<file path="config.mk">
export PLATFORM = sky130hd
export DESIGN_NAME = div_nr_param
export DESIGN_NICKNAME = d
export VERILOG_FILES = /design/src/rtl/div_nr_param.sv
export SDC_FILE = /design/constraint.sdc
export NUM_CORES = 1
export LEC_CHECK = 0
export CAP_MARGIN = 20
export CORE_MARGIN = 2
export CORE_UTILIZATION = 60
export CTS_BUF_LIST = sky130_fd_sc_hd__clkbuf_4 sky130_fd_sc_hd__clkbuf_8
export CTS_CLUSTER_DIAMETER = 120
export CTS_CLUSTER_SIZE = 20
export DETAILED_ROUTE_END_ITERATION = 10
export HOLD_SLACK_MARGIN = 0.1
export PLACE_DENSITY = 0.85
export SKIP_CTS_REPAIR_TIMING = 1
export SLEW_MARGIN = 30
export SYNTH_ARGS = -nofsm -noshare
export SYNTH_HDL_FRONTEND = slang
export SYNTH_SLANG_ARGS = --single-unit
</file>
<file path="constraint.sdc">
create_clock -name clk -period 6.4 [get_ports clk]
set_clock_uncertainty 0.15 [all_clocks]
set_input_delay 0.96 -clock clk [delete_from_list [all_inputs] [get_ports clk]]
set_output_delay 0.96 -clock clk [all_outputs]
set_load 0.03 [all_outputs]
</file>
<file path="src/rtl/div_nr_param.sv">
`default_nettype none
// +----------------------------------------------------------------------------+
// | div_nr_param                                                               |
// | Sequential non-restoring divider, one quotient bit per clock, start/done.  |
// | Optional signed mode is compiled in when DIV_SIGNED_EN is defined.         |
// | Revision: 1.0                                                              |
// +----------------------------------------------------------------------------+
module div_nr_param #(
  parameter int WIDTH = 32
) (
  input  logic             clk,
  input  logic             reset,
  input  logic             start,
  input  logic [WIDTH-1:0] dividend,
  input  logic [WIDTH-1:0] divisor,
  input  logic             is_signed,
  output logic             busy,
  output logic             done,
  output logic [WIDTH-1:0] quotient,
  output logic [WIDTH-1:0] remainder,
  output logic             div_by_zero
);

  localparam int               CNT_W     = (WIDTH > 1) ? $clog2(WIDTH) : 1;
  localparam logic [CNT_W-1:0] LAST_ITER = CNT_W'(WIDTH - 1);

  typedef enum logic [1:0] {
    S_IDLE = 2'd0,
    S_ITER = 2'd1,
    S_FIX  = 2'd2,
    S_DONE = 2'd3
  } state_t;

  state_t state;
  state_t state_next;

  logic [WIDTH:0]   acc;        // partial remainder A, two's complement
  logic [WIDTH-1:0] quo;        // quotient shift register Q
  logic [WIDTH-1:0] dsr;        // divisor magnitude M
  logic [CNT_W-1:0] iter_cnt;
  logic             zero_flag;

  logic             accept;
  logic             divisor_zero;
  logic [WIDTH-1:0] dvd_mag;
  logic [WIDTH-1:0] dsr_mag;

  logic [WIDTH:0]   acc_shift;
  logic [WIDTH:0]   acc_step;
  logic [WIDTH-1:0] rem_mag;
  logic [WIDTH-1:0] q_fix;
  logic [WIDTH-1:0] r_fix;

  assign accept       = (state == S_IDLE) && start;
  assign divisor_zero = (divisor == '0);

  // One non-restoring step: shift {A,Q}, then subtract or add M by the old sign of A.
  assign acc_shift = {acc[WIDTH-1:0], quo[WIDTH-1]};
  assign acc_step  = acc[WIDTH] ? (acc_shift + {1'b0, dsr})
                                : (acc_shift - {1'b0, dsr});

  // Final correction of a negative remainder; the true value lies in [0, M).
  assign rem_mag = acc[WIDTH] ? (acc[WIDTH-1:0] + dsr) : acc[WIDTH-1:0];

`ifdef DIV_SIGNED_EN
  logic neg_q;
  logic neg_r;
  logic sgn_q_in;
  logic sgn_r_in;

  assign sgn_r_in = is_signed & dividend[WIDTH-1];
  assign sgn_q_in = is_signed & (dividend[WIDTH-1] ^ divisor[WIDTH-1]);
  // Negating MIN yields 2^(WIDTH-1), which is the correct unsigned magnitude.
  assign dvd_mag  = sgn_r_in ? (-dividend) : dividend;
  assign dsr_mag  = (is_signed & divisor[WIDTH-1]) ? (-divisor) : divisor;

  always_ff @(posedge clk) begin
    if (reset) begin
      neg_q <= 1'b0;
      neg_r <= 1'b0;
    end else if (accept) begin
      neg_q <= sgn_q_in;
      neg_r <= sgn_r_in;
    end
  end

  assign q_fix = neg_q ? (-quo) : quo;
  assign r_fix = (neg_r && (rem_mag != '0)) ? (-rem_mag) : rem_mag;
`else
  logic unused_is_signed;

  assign unused_is_signed = is_signed;
  assign dvd_mag          = dividend;
  assign dsr_mag          = divisor;
  assign q_fix            = quo;
  assign r_fix            = rem_mag;
`endif

  always_ff @(posedge clk) begin
    if (reset) begin
      state <= S_IDLE;
    end else begin
      state <= state_next;
    end
  end

  always_comb begin
    state_next = state;
    busy       = 1'b0;
    done       = 1'b0;
    case (state)
      S_IDLE: begin
        if (start) begin
          state_next = divisor_zero ? S_FIX : S_ITER;
        end
      end
      S_ITER: begin
        busy = 1'b1;
        if (iter_cnt == LAST_ITER) begin
          state_next = S_FIX;
        end
      end
      S_FIX: begin
        busy       = 1'b1;
        state_next = S_DONE;
      end
      S_DONE: begin
        done       = 1'b1;
        state_next = S_IDLE;
      end
      default: state_next = S_IDLE;
    endcase
  end

  always_ff @(posedge clk) begin
    if (reset) begin
      acc         <= '0;
      quo         <= '0;
      dsr         <= '0;
      iter_cnt    <= '0;
      zero_flag   <= 1'b0;
      quotient    <= '0;
      remainder   <= '0;
      div_by_zero <= 1'b0;
    end else if (accept) begin
      acc       <= '0;
      iter_cnt  <= '0;
      dsr       <= dsr_mag;
      zero_flag <= divisor_zero;
      // With a zero divisor Q carries the untouched dividend straight to FIX.
      quo       <= divisor_zero ? dividend : dvd_mag;
    end else begin
      case (state)
        S_ITER: begin
          acc      <= acc_step;
          quo      <= {quo[WIDTH-2:0], ~acc_step[WIDTH]};
          iter_cnt <= iter_cnt + 1'b1;
        end
        S_FIX: begin
          if (zero_flag) begin
            quotient    <= '1;
            remainder   <= quo;
            div_by_zero <= 1'b1;
          end else begin
            quotient    <= q_fix;
            remainder   <= r_fix;
            div_by_zero <= 1'b0;
          end
        end
        default: ;
      endcase
    end
  end

endmodule
`default_nettype wire

</file>
# Word-level counts from Yosys, hierarchy flattened
# Cells that the tools add are included.
dict set report totals {
  input_bits 68
  regBits 170
  output_inout_bits 67
}
dict set report op_classes {
  n_addsub 4
  bitwise_logic 2
  n_reduce_logical 8
  muxes 13
  eq_ne 6
}
# operator count
set ops {}
lappend ops {{32-bit 2-to-1 mux} 5}
lappend ops {{33-bit by 32-bit adder with 33-bit output} 1}
lappend ops {{33-bit 2-to-1 mux} 1}
lappend ops {{33-bit by 32-bit subtractor with 33-bit output} 1}
lappend ops {{32-bit adder} 1}
lappend ops {{32-bit zero test} 1}
lappend ops {{2-bit case mux with 4 select lines} 1}
lappend ops {{2-bit 2-to-1 mux} 3}
lappend ops {{5-bit by 1-bit adder with 5-bit output (second input constant)} 1}
lappend ops {{5-bit equality test (second input constant)} 1}
lappend ops {{2-bit equality test (second input constant)} 2}
lappend ops {{2-bit != test (second input constant)} 2}
lappend ops {{2-bit AND reduction} 2}
lappend ops {{2-bit OR reduction} 2}
lappend ops {{1-bit 2-to-1 mux} 3}
lappend ops {{2-bit by 1-bit equality test with 1-bit output (second input constant)} 1}
lappend ops {{2-bit zero test} 1}
lappend ops {{1-bit inverter} 2}
lappend ops {{2-bit nonzero test} 1}
lappend ops {{1-bit logical AND} 1}

# Depth between registers and ports, before layout
# Gate-level depths: netlist of the first run.
dict set report depth {
  ltp_word 5
  ltp_mapped 18
  mapped_depth_nobuf 18
}

# Worst setup path after synthesis of the first run
# Ideal clock, no wire load.
dict set report synth_timing {
  kind {flip-flop to flip-flop}
  startpoint {reg dsr[5]}
  endpoint {reg acc[30]}
  n_path_buf 0
  path_stages_with_launch 18
  setup_slack_ps 2478
  setup_time_ps 132
  arrival_time_ps 3640
  period_less_slack_ps 3922
  path_cell_list {dfxtp_1 or4_4 nor3_4 nand2_1 nor4_1 and2_1 a21oi_1 xor2_1 ha_1 a21o_1 a21o_1 a21o_1 a21o_1 o21ai_0 a21oi_1 o41ai_1 xor2_1 a21oi_1}
}
dict set report synth_between {
  elab_chain_cells 2
  word_cells_on_any_way 3
  cone_classes {2 x add/sub; 1 x mux}
}
# item line_no
set synth_rtl {}
lappend synth_rtl {{start, declared} 39} ;# logic [WIDTH-1:0] dsr;
lappend synth_rtl {{start signal, assigned} 148} ;# dsr <= dsr_mag;
lappend synth_rtl {{33-bit by 32-bit subtractor with 33-bit output / 33-bit by 32-bit adder with 33-bit output (equally long branches)} {60, 59}}
lappend synth_rtl {{33-bit 2-to-1 mux (*)} 59} ;# assign acc_step = acc[WIDTH] ? (acc_shift + {1'b0, dsr})
lappend synth_rtl {{end signal, assigned} 155} ;# acc <= acc_step;
lappend synth_rtl {{end, declared} 37} ;# logic [WIDTH:0] acc;
# Every way passes the cells marked *; elsewhere a longest branch is shown, timed or not.
# A chain may end at the register's enable or synchronous reset.

# Worst setup path after layout of the first run
dict set report layout_timing {
  startpoint {reg dsr[5]}
  endpoint {reg quo[0], in the netlist q_fix[0]}
}
dict set report layout_between {
  elab_chain_cells 5
  word_cells_on_any_way 6
  cone_classes {2 x add/sub; 3 x mux; 1 x bitwise}
}
# item line_no
set layout_rtl {}
lappend layout_rtl {{33-bit by 32-bit subtractor with 33-bit output / 33-bit by 32-bit adder with 33-bit output (equally long branches)} {60, 59}}
lappend layout_rtl {{33-bit 2-to-1 mux (*)} 59}
lappend layout_rtl {{1-bit inverter (*)} 156} ;# quo <= {quo[WIDTH-2:0], ~acc_step[WIDTH]};
lappend layout_rtl {{32-bit 2-to-1 mux (*)} 153} ;# case (state)
lappend layout_rtl {{32-bit 2-to-1 mux (*)} 145} ;# end else if (accept) begin
lappend layout_rtl {{end signal, assigned} 151} ;# quo <= divisor_zero ? dividend : dvd_mag;
lappend layout_rtl {{end signal, assigned} 156}
lappend layout_rtl {{end, declared} 38} ;# logic [WIDTH-1:0] quo;
# Every way passes the cells marked *; elsewhere a longest branch is shown, timed or not. The select of a mux whose other input is x is not followed.

==> results of run 1 <==
==> power by group through the flow <==
stage	registers (uW)	logic, uW	clock network [uW]
floorplan	1850	2790	0
global placement	1740	3820	0
detailed placement	1750	3890	0
CTS	1730	3920	779
global route	1780	4390	824
finish	1740	3980	775
==> worst max-delay path, delay by kind of cell, from the launching register on <==
family,cells,cell delay (ns)
AOI/OAI and AO/OA,4,0.53
and+or+nand+nor,10,2.57
xor gates and xnor gates,2,0.47
DFF,1,0.40
adders and majority gates,1,0.34
==> per-layer routing <==
| layer | track usage (%) | vias up | share of wire [%] |
|---|---|---|---|
| met2 | 46.20 | 413 | 43 |
| met4 | 8.163 | 0 | 1.6 |
| li1 | - | 5097 | - |
| met3 | 4.711 | 46 | 7.8 |
| met5 | 0 | - | 0 |
| met1 | 44.72 | 4827 | 48 |
==> metrics by stage <==
stage,hold WS [ns],cells,setup WS (ns)
2_1_floorplan,0.3095,1349,2.478
3_3_place_gp,0.3164,1648,2.009
3_5_place_dp,0.3331,1648,1.975
4_1_cts,0.3495,1680,1.883
5_1_grt,0.3688,1680,1.451
6_report,0.3472,1680,1.833
==> synth_stat cells, types with 3 or more instances <==
cell type	number	area [um2]
ha_1	71	888.4
a221oi_1	3	26.28
mux2i_1	68	680.7
nand3_1	28	140.1
nor3b_1	5	37.54
o21a_1	14	105.1
or4_1	9	67.56
o31ai_1	4	30.03
inv_1	43	161.4
clkbuf_1	61	229.0
nor2_1	173	649.4
or3_1	3	18.77
o41ai_1	5	43.79
nand2b_1	6	37.54
nor4_1	12	75.07
o311ai_0	6	52.55
xnor2_1	36	315.3
xor2_1	38	332.8
a21oi_1	118	590.6
and2_1	6	37.54
nand2_1	134	503.0
o21ai_0	45	225.2
a21o_1	38	285.3
a211oi_1	49	367.9
o22ai_1	40	250.2
nor2b_1	9	56.30
and3_1	14	87.58
o211ai_1	10	75.07
a2111oi_0	5	43.79
nand4_1	15	93.84
a211o_1	4	35.03
o21bai_1	7	52.55
mux2_2	4	45.04
buf_1	12	45.04
a31oi_1	15	93.84
nor3_1	18	90.09
dfxtp_1	170	3403
==> final timing paths <==
kind	from	to	cells after the start
worst max-delay path	dsr[5]$_SDFFE_PP0P_	q_fix[0]$_SDFFE_PP0P_	17
worst min-delay path	remainder[25]$_SDFFE_PP0P_	remainder[25]$_SDFFE_PP0P_	2
worst max register to register	dsr[5]$_SDFFE_PP0P_	q_fix[0]$_SDFFE_PP0P_	17
worst min register to register	remainder[25]$_SDFFE_PP0P_	remainder[25]$_SDFFE_PP0P_	2
==> logic make-up (layout without fill, tap and decap cells) <==
kind of cell	after synthesis	after routing
AO/OA/AOI/OAI	394	394
XOR/XNOR	74	74
adder cells (fa/ha/maj)	73	73
buffers and inverters	118	220
flip-flops	170	170
multiplexers	72	72
AND/OR/NAND/NOR	448	448
==> state kept, by name, indices dropped and copies added, names as in the netlist <==
signal,cells
quotient,32
div_by_zero,1
remainder,32
iter_cnt,5
acc,33
q_fix,32
zero_flag,1
state,2
dsr,32
==> cell type report <==
cell class	count	share of cell area, %
tap	229	2.268
clock buffer	18	1.961
multi-input combinational	1061	55.09
sequential	170	26.98
inverter	44	1.307
clock inverter	14	1.198
timing repair buffer	144	11.20
==> results_dict.tcl, run 1 <==
set metrics [dict create \
    num_rows 49 \
    startpoint_type "register" \
    synthXorXnorAreaFrac_pct 6.010 \
    slew_headroom_pct 40.35 \
    arrival_ns 4.81 \
    post-route-drc-count 0 \
    die_width_um 138.1 \
    finalHoldViolCount 0 \
    p_switching_uw 3142 \
    layout-drive-gt1-share_pct 4.618 \
    wire_per_inst_um 17.45 \
    fin_nets 1579 \
    ir_drop_uv 236.9 \
    synth_top_family_by_area "compound AO/OA/AOI/OAI gates" \
    synth_cells 1349 \
    antenna_cells 0 \
    fin_util_pct 71.06 \
    synth-compound-area-share_pct 23.99 \
    cts.sinks 170 \
    fmax_mhz 219.0 \
    critPathCaptureType "register" \
    path_cells "or4_4 -> nor3_4 -> nand2_1 -> nor4_1 -> and2_1 -> and3b_1 -> a21oi_1 -> xor2_1 -> ha_1 -> and4_1 -> nand3_1 -> o21ai_0 -> nor4_1 -> a21oi_1 -> xnor2_1 -> nand3_1 -> a31oi_1" \
    synth-edff-count 0 \
    port_buffers 133 \
    r2r_slack_ns 1.83 \
    placed_cell_area_mm2 0.01223 \
    grt_pass1_vias 9532 \
    gp_congestion 0.8979 \
    ys_ff_latch 170 \
    synthesis.area_mm2 0.01078 \
    synthMuxAreaShare_pct 6.729 \
    multiInputGateArea_mm2 0.006959 \
    root_buffer "clkbuf_8" \
    vias 10383 \
    status "finished clean" \
    die_area_mm2 0.01906 \
    power_frac_seq_pct 26.8 \
    grt_max_degree 98 \
    p_leak_uw 0.005078 \
    rsz0062_at_grt "no" \
    via_per_inst 6.180 \
    synth_ff_type "dfxtp_1" \
    numCtsBuffers 17 \
    die_h_um 138.1 \
    drtIter0Drc 942 \
    crit_path_max_incr_delay_ns 0.59 \
    cts_tree "built" \
    yosys_warnings 0 \
    syn_area_per_cell_um2 7.994 \
    setup_viol 0 \
    cpMaxStageDelayCell "or4_4" \
    regArea_mm2 0.003408 \
    synth_simple_gate_area_share_pct 18.98 \
    p_per_area_mw_per_mm2 514.2 \
    cts.path.max_buffers 2 \
    maxCapViolCount 0 \
    syn-num-nets 1490 \
    total_power_uw 6496 \
    worstMarginPinSlew_ns 0.8947 \
    dr.pass1.iters 5 \
    hpwlAfterDp_um 20870 \
    synth_cell_types 75 \
    synthToLayoutAreaGrowth_pct 17.15 \
    worst_ep_required_time_ns 6.64 \
    fin_area_mm2 0.01263 \
    start_util_pct 60.65 \
    post-route-period-util_pct 71.36 \
    cts_max_level 4 \
    layout_common_cells "nor2_1 (173), dfxtp_1 (168), nand2_1 (133)" \
    synthAdderAreaFrac_pct 8.609 \
    crit_type "register to register" \
    pwr-share-comb_pct 61.2 \
    overflow 0 \
    grt_pass1_wl_um 48200 \
    track_usage_pct 30.28 \
    path_max_fanout 7 \
    maxSlewViolCount 0 \
    ant_nets 0 \
    design.core.area_mm2 0.01778 \
    p_clk_share_pct 11.9 \
    finalCriticalPeriod_ns 4.567 \
    p_int_uw 3353 \
    ioPinCount 135 \
    fill_cells 1461 \
    wirelength_um 29310 \
    ys_seq_area_share_pct 31.56 \
    clkTransAtPathRegs_ns 0.11 \
    fin_setup_tns_ns 0 \
    hold_class "register to register" \
    antenna_found_initial 0 \
    clk_latency_ns 0.47 \
    layout_commonest_cell "nor2_1" \
    ys_async_sr_fraction_pct 0 \
    switching_share_pct 48.38 \
]
Power figures use the tool's default switching activity.
==> run 2, diff against run 1 <==
Settings changed: CORE_UTILIZATION 60 to 58, PLACE_DENSITY 0.85 to 0.83.
Clock period 6.4 ns to 4.7 ns, I/O delays scaled along.
==> results_dict.tcl, run 2 (same netlist as run 1, synthesis figures left out) <==
set metrics [dict create \
    fin_nets 1583 \
    dp.cells 1652 \
    cts_tree "built" \
    numCtsBuffers 17 \
    grt_max_degree 98 \
    power_frac_seq_pct 26.6 \
    fill_cells 1457 \
    antenna_found_initial 0 \
    finalCriticalPeriod_ns 4.378 \
    p_clk_share_pct 11.7 \
    root_buffer "clkbuf_8" \
    hold_class "register to register" \
    ioPinCount 135 \
    arrival_ns 4.60 \
    layout_common_cells "nor2_1 (173), dfxtp_1 (168), nand2_1 (132), clkdlybuf4s50_1 (132), a21oi_1 (118)" \
    min_from "remainder[13]$_SDFFE_PP0P_" \
    gp_congestion 0.9632 \
    grt_pass1_vias 9395 \
    cpMaxStageDelayCell "or4b_1" \
    wire_per_inst_um 17.36 \
    crit_path_max_incr_delay_ns 0.56 \
    p_int_uw 4577 \
    regMostFlops "acc" \
    worstMarginPinSlew_ns 0.8452 \
    p_per_area_mw_per_mm2 699.0 \
    rsz0062_at_grt "no" \
    cts_max_level 4 \
    fmax_mhz 228.4 \
    ff2ff_path_depth 16 \
    finalHoldViolCount 0 \
    hold_end "remainder[13]$_SDFFE_PP0P_" \
    layout_commonest_cell "nor2_1" \
    die_area_mm2 0.01970 \
    layout-drive-gt1-share_pct 5.017 \
    ir_drop_uv 336.7 \
    maxCapViolCount 0 \
    dr.pass1.iters 6 \
    slew_headroom_pct 43.65 \
    multiInputGateArea_mm2 0.006968 \
    via_per_inst 6.163 \
    port_buffers 133 \
    synthToLayoutAreaGrowth_pct 17.47 \
    design.core.area_mm2 0.01809 \
    num_rows 49 \
    grt_pass1_wl_um 47290 \
    hpwlAfterDp_um 21240 \
    pwr-share-comb_pct 61.6 \
    overflow 0 \
    r2r-start "dsr[1]$_SDFFE_PP0P_" \
    maxSlewViolCount 0 \
    worst_ep_required_time_ns 4.92 \
    critPathCaptureType "register" \
    vias 10378 \
    largest_reg_flops 33 \
    drtIter0Drc 1143 \
    post-route-period-util_pct 93.14 \
    path_cells "inv_1 -> ha_1 -> or4b_1 -> nor2_1 -> nand3_1 -> nor3_1 -> a21oi_1 -> xor2_1 -> ha_1 -> a21o_1 -> a21o_1 -> a21oi_1 -> inv_1 -> a221oi_1 -> a2111oi_0 -> a311o_1" \
    antenna_cells 0 \
    crit_type "register to register" \
    track_usage_pct 29.38 \
    clk_latency_ns 0.49 \
    p_switching_uw 4278 \
    setup_viol 0 \
    r2r_slack_ns 0.32 \
    post-route-drc-count 0 \
    wirelength_um 29240 \
    fin_cells 1684 \
    clkTransAtPathRegs_ns 0.11 \
    hold_depth 2 \
    die_h_um 140.4 \
    regArea_mm2 0.003408 \
    fin_setup_tns_ns 0 \
    p_leak_uw 0.005094 \
    ant_nets 0 \
    status "finished clean" \
    path_max_fanout 6 \
    r2r_end "acc[31]$_SDFFE_PP0P_" \
    startpoint_type "register" \
    cts.path.max_buffers 2 \
    die_width_um 140.4 \
    switching_share_pct 48.31 \
    cts.sinks 170 \
    start_util_pct 59.63 \
]
[run 2: changes by cell type in the layout (fill, tap and decap cells not counted), sizes merged]
cell,previous run,this run
buf,12,16
clkinv,7,6
clkinvlp,1,2
[run 2: cell type report]
| cell class | count | share of cell area, % |
|---|---|---|
| sequential | 170 | 26.90 |
| multi-input combinational | 1061 | 55.00 |
| clock buffer | 18 | 1.956 |
| clock inverter | 14 | 1.165 |
| tap | 229 | 2.262 |
| inverter | 44 | 1.304 |
| timing repair buffer | 148 | 11.41 |
[run 2: power groups by stage]
| stage | clock, uW | sequential [uW] | combinational [uW] |
|---|---|---|---|
| 2_1_floorplan | 0 | 2520 | 3800 |
| 3_3_place_gp | 0 | 2350 | 5240 |
| 3_5_place_dp | 0 | 2370 | 5340 |
| 4_1_cts | 1050 | 2340 | 5390 |
| 5_1_grt | 1100 | 2410 | 5990 |
| 6_report | 1040 | 2360 | 5460 |
[run 2: critical path, delay by kind of cell (launching register included)]
family	cells	cell delay (ns)
AOI/OAI and AO/OA	7	1.54
xor gates and xnor gates	1	0.16
adders and majority gates	2	0.57
buffers and inverters	2	0.19
DFF	1	0.37
and+or+nand+nor	4	1.26
[run 2: worst max path at each step]
stage / slack, ns / start / endpoint / depth (start not counted)
global placement: 0.39 / dsr[1]$_SDFFE_PP0P_ / acc[31]$_SDFFE_PP0P_ / 16
finish: 0.32 / dsr[1]$_SDFFE_PP0P_ / acc[31]$_SDFFE_PP0P_ / 16
global route: 0.02 / dsr[1]$_SDFFE_PP0P_ / q_fix[0]$_SDFFE_PP0P_ / 17
CTS: 0.35 / dsr[1]$_SDFFE_PP0P_ / acc[31]$_SDFFE_PP0P_ / 16
detailed placement: 0.38 / dsr[1]$_SDFFE_PP0P_ / acc[31]$_SDFFE_PP0P_ / 16
floorplan: 0.78 / dsr[5]$_SDFFE_PP0P_ / acc[30]$_SDFFE_PP0P_ / 17
[run 2: through the flow]
stage / cell area, um2 / hold slack, ns / utilization [%] / setup WS, ns / total power (uW)
3_3_place_gp: 12260 / 0.3183 / 67.78 / 0.3929 / 7585
3_5_place_dp: 12260 / 0.3120 / 67.79 / 0.3845 / 7716
2_1_floorplan: 10780 / 0.3095 / - / 0.7779 / 6327
4_1_cts: 12660 / 0.3369 / 69.98 / 0.3468 / 8774
5_1_grt: 12670 / 0.3540 / 70.05 / 0.02481 / 9501
6_report: 12670 / 0.3353 / 70.05 / 0.3224 / 8855
[run 2: metal layers]
layer / vias up / track usage (%) / wire, um
li1: 5096 / - / -
met5: - / 0 / 0
met1: 4797 / 43.35 / 13820
met4: 0 / 6.964 / 392
met2: 440 / 45.25 / 12600
met3: 45 / 4.376 / 2429
==> run 3, diff against run 2 <==
--- a/config.mk
+++ b/config.mk
@@ -8,12 +8,11 @@
 export CAP_MARGIN = 20
 export CORE_MARGIN = 2
-export CORE_UTILIZATION = 58
-export CTS_BUF_LIST = sky130_fd_sc_hd__clkbuf_4 sky130_fd_sc_hd__clkbuf_8
+export CORE_UTILIZATION = 57
+export CTS_BUF_LIST = sky130_fd_sc_hd__clkbuf_16
 export CTS_CLUSTER_DIAMETER = 120
 export CTS_CLUSTER_SIZE = 20
 export DETAILED_ROUTE_END_ITERATION = 10
 export HOLD_SLACK_MARGIN = 0.1
-export PLACE_DENSITY = 0.83
-export SKIP_CTS_REPAIR_TIMING = 1
+export PLACE_DENSITY = 0.82
 export SLEW_MARGIN = 30
 export SYNTH_ARGS = -nofsm -noshare
--- a/constraint.sdc
+++ b/constraint.sdc
@@ -3,3 +3,3 @@
 set_input_delay 0.705 -clock clk [delete_from_list [all_inputs] [get_ports clk]]
 set_output_delay 0.705 -clock clk [all_outputs]
-set_load 0.03 [all_outputs]
+set_load 0.1 [all_outputs]
==> results_dict.tcl, run 3 (same netlist as run 1, synthesis figures left out) <==
set metrics [dict create \
    overflow 0 \
    maxCapViolCount 0 \
    min_from "remainder[25]$_SDFFE_PP0P_" \
    antenna_cells 0 \
    grt_pass1_vias 9534 \
    layout-drive-gt1-share_pct 4.818 \
    hpwlAfterDp_um 21110 \
    cts_hold_buf 0 \
    whs_ns 0.3401 \
    total_power_uw 10280 \
    ioPinCount 135 \
    fmax_mhz 225.4 \
    critPathCaptureType "register" \
    hold_class "register to register" \
    dr.pass1.iters 5 \
    r2r-start "dsr[5]$_SDFFE_PP0P_" \
    root_buffer "clkbuf_16" \
    ff2ff_path_depth 18 \
    start_util_pct 57.85 \
    post-route-period-util_pct 94.40 \
    drtIter0Drc 1182 \
    clk_latency_ns 0.43 \
    cts.path.max_buffers 2 \
    regArea_mm2 0.003408 \
    finalCriticalPeriod_ns 4.437 \
    hold_depth 2 \
    fill_cells 1520 \
    worstMarginPinSlew_ns 1.023 \
    p_int_uw 5066 \
    cts_setup_buffers 0 \
    wire_per_inst_um 17.61 \
    ir_drop_uv 370.9 \
    pwr-share-comb_pct 62.0 \
    num_rows 50 \
    die_width_um 141.6 \
    switching_share_pct 50.72 \
    p_switching_uw 5213 \
    fin_nets 1582 \
    r2r_slack_ns 0.26 \
    r2r_end "q_fix[0]$_SDFFE_PP0P_" \
    track_usage_pct 29.30 \
    worst_ep_required_time_ns 4.91 \
    finalHoldViolCount 0 \
    layout_commonest_cell "nor2_1" \
    power_frac_seq_pct 23.1 \
    p_per_area_mw_per_mm2 796.2 \
    cts.sinks 170 \
    die_area_mm2 0.02004 \
    via_per_inst 6.162 \
    rsz0062_at_grt "no" \
    grt_pass1_wl_um 47780 \
    path_max_fanout 7 \
    cts_tree "built" \
    design.core.area_mm2 0.01864 \
    ant_nets 0 \
    wirelength_um 29700 \
    startpoint_type "register" \
    vias 10395 \
    multiInputGateArea_mm2 0.006969 \
    cts_max_level 4 \
    slew_headroom_pct 31.60 \
    post-route-drc-count 0 \
    clkTransAtPathRegs_ns 0.07 \
    p_clk_share_pct 14.9 \
    maxSlewViolCount 0 \
    arrival_ns 4.64 \
    setup_viol 0 \
    status "finished clean" \
    synthToLayoutAreaGrowth_pct 19.72 \
    regMostFlops "acc" \
    fin_setup_tns_ns 0 \
    numCtsBuffers 17 \
    gp_congestion 0.9655 \
    p_leak_uw 0.005206 \
    port_buffers 133 \
    grt_max_degree 100 \
    layout_common_cells "nor2_1 (173), dfxtp_1 (168), nand2_1 (133)" \
    antenna_found_initial 0 \
    hold_end "remainder[25]$_SDFFE_PP0P_" \
    crit_type "register to register" \
    largest_reg_flops 33 \
    die_h_um 141.6 \
]
-- run 3: cell types whose count changed in the layout (fill, tap and decap cells not counted), moves of 2 or more --
cell        previous run  this run
buf_6                  1         3
clkinv_8               2         0
clkbuf_8              18         0
clkinv_4               3         1
buf_4                 15        12
bufinv_16              0         4
inv_6                  2         7
clkinvlp_4             2         0
inv_8                  5         1
clkbuf_16              0        17
-- run 3: how the worst max path moves through the flow --
stage	start	end	depth (start not counted)
5_1_grt	dsr[1]$_SDFFE_PP0P_	acc[31]$_SDFFE_PP0P_	16
3_5_place_dp	dsr[1]$_SDFFE_PP0P_	acc[31]$_SDFFE_PP0P_	16
3_3_place_gp	dsr[5]$_SDFFE_PP0P_	q_fix[0]$_SDFFE_PP0P_	18
6_report	dsr[5]$_SDFFE_PP0P_	q_fix[0]$_SDFFE_PP0P_	18
2_1_floorplan	dsr[5]$_SDFFE_PP0P_	acc[30]$_SDFFE_PP0P_	17
4_1_cts	dsr[5]$_SDFFE_PP0P_	q_fix[0]$_SDFFE_PP0P_	18
-- run 3: timing repair --
action                                  in CTS  in global routing
resized for setup                            0                  3
endpoints found under the hold margin        0                  0
endpoints found under the setup margin       0                  3
-- run 3: cell type report --
cell class	count	area share (%)
well taps	234	2.268
multi-input cells	1061	53.98
flip-flops and latches	170	26.40
inverters	44	1.279
clock buffers	17	3.295
repair buffers	147	11.19
clock inverters	14	1.589
-- run 3: power groups by stage --
stage	combinational, uW	clock, uW	sequential [uW]
2_1_floorplan	3850	0	3390
3_3_place_gp	6120	0	2370
3_5_place_dp	6230	0	2380
4_1_cts	6280	1540	2350
5_1_grt	6890	1590	2420
6_report	6370	1530	2380
-- run 3: critical path, cell delays in order, from the launching register on --
cell	delay [ns]
dfxtp_1	0.39
or4_4	0.59
nor3_4	0.17
nand2_1	0.10
nor4_1	0.22
buf_4	0.18
and2_1	0.16
and3b_1	0.32
a21oi_1	0.12
xor2_1	0.16
ha_1	0.33
and4_1	0.24
nand3_1	0.11
o21ai_1	0.10
nor4_1	0.29
a21oi_1	0.15
xnor2_1	0.26
nand3_1	0.12
a31oi_1	0.20
-- run 3: per-layer routing --
layer / part of all wire (%) / GRT usage (%) / routed length (um) / vias up
met2: 43 / 45.63 / 12730 / 456
met1: 47 / 43.00 / 14090 / 4802
met5: 0 / 0 / 0 / -
li1: - / - / - / 5100
met4: 1.8 / 7.684 / 521 / 0
met3: 7.9 / 3.679 / 2359 / 37
-- run 3: stage by stage --
stage	setup slack, ns	util [%]	cell area [um2]	instances
finish	0.2633	69.26	12910	1687
global route	0.05119	69.26	12910	1687
CTS	0.2576	69.15	12890	1687
detailed placement	0.3511	65.77	12260	1656
global placement	0.4032	65.75	12260	1656
floorplan	0.7779	-	10780	1349
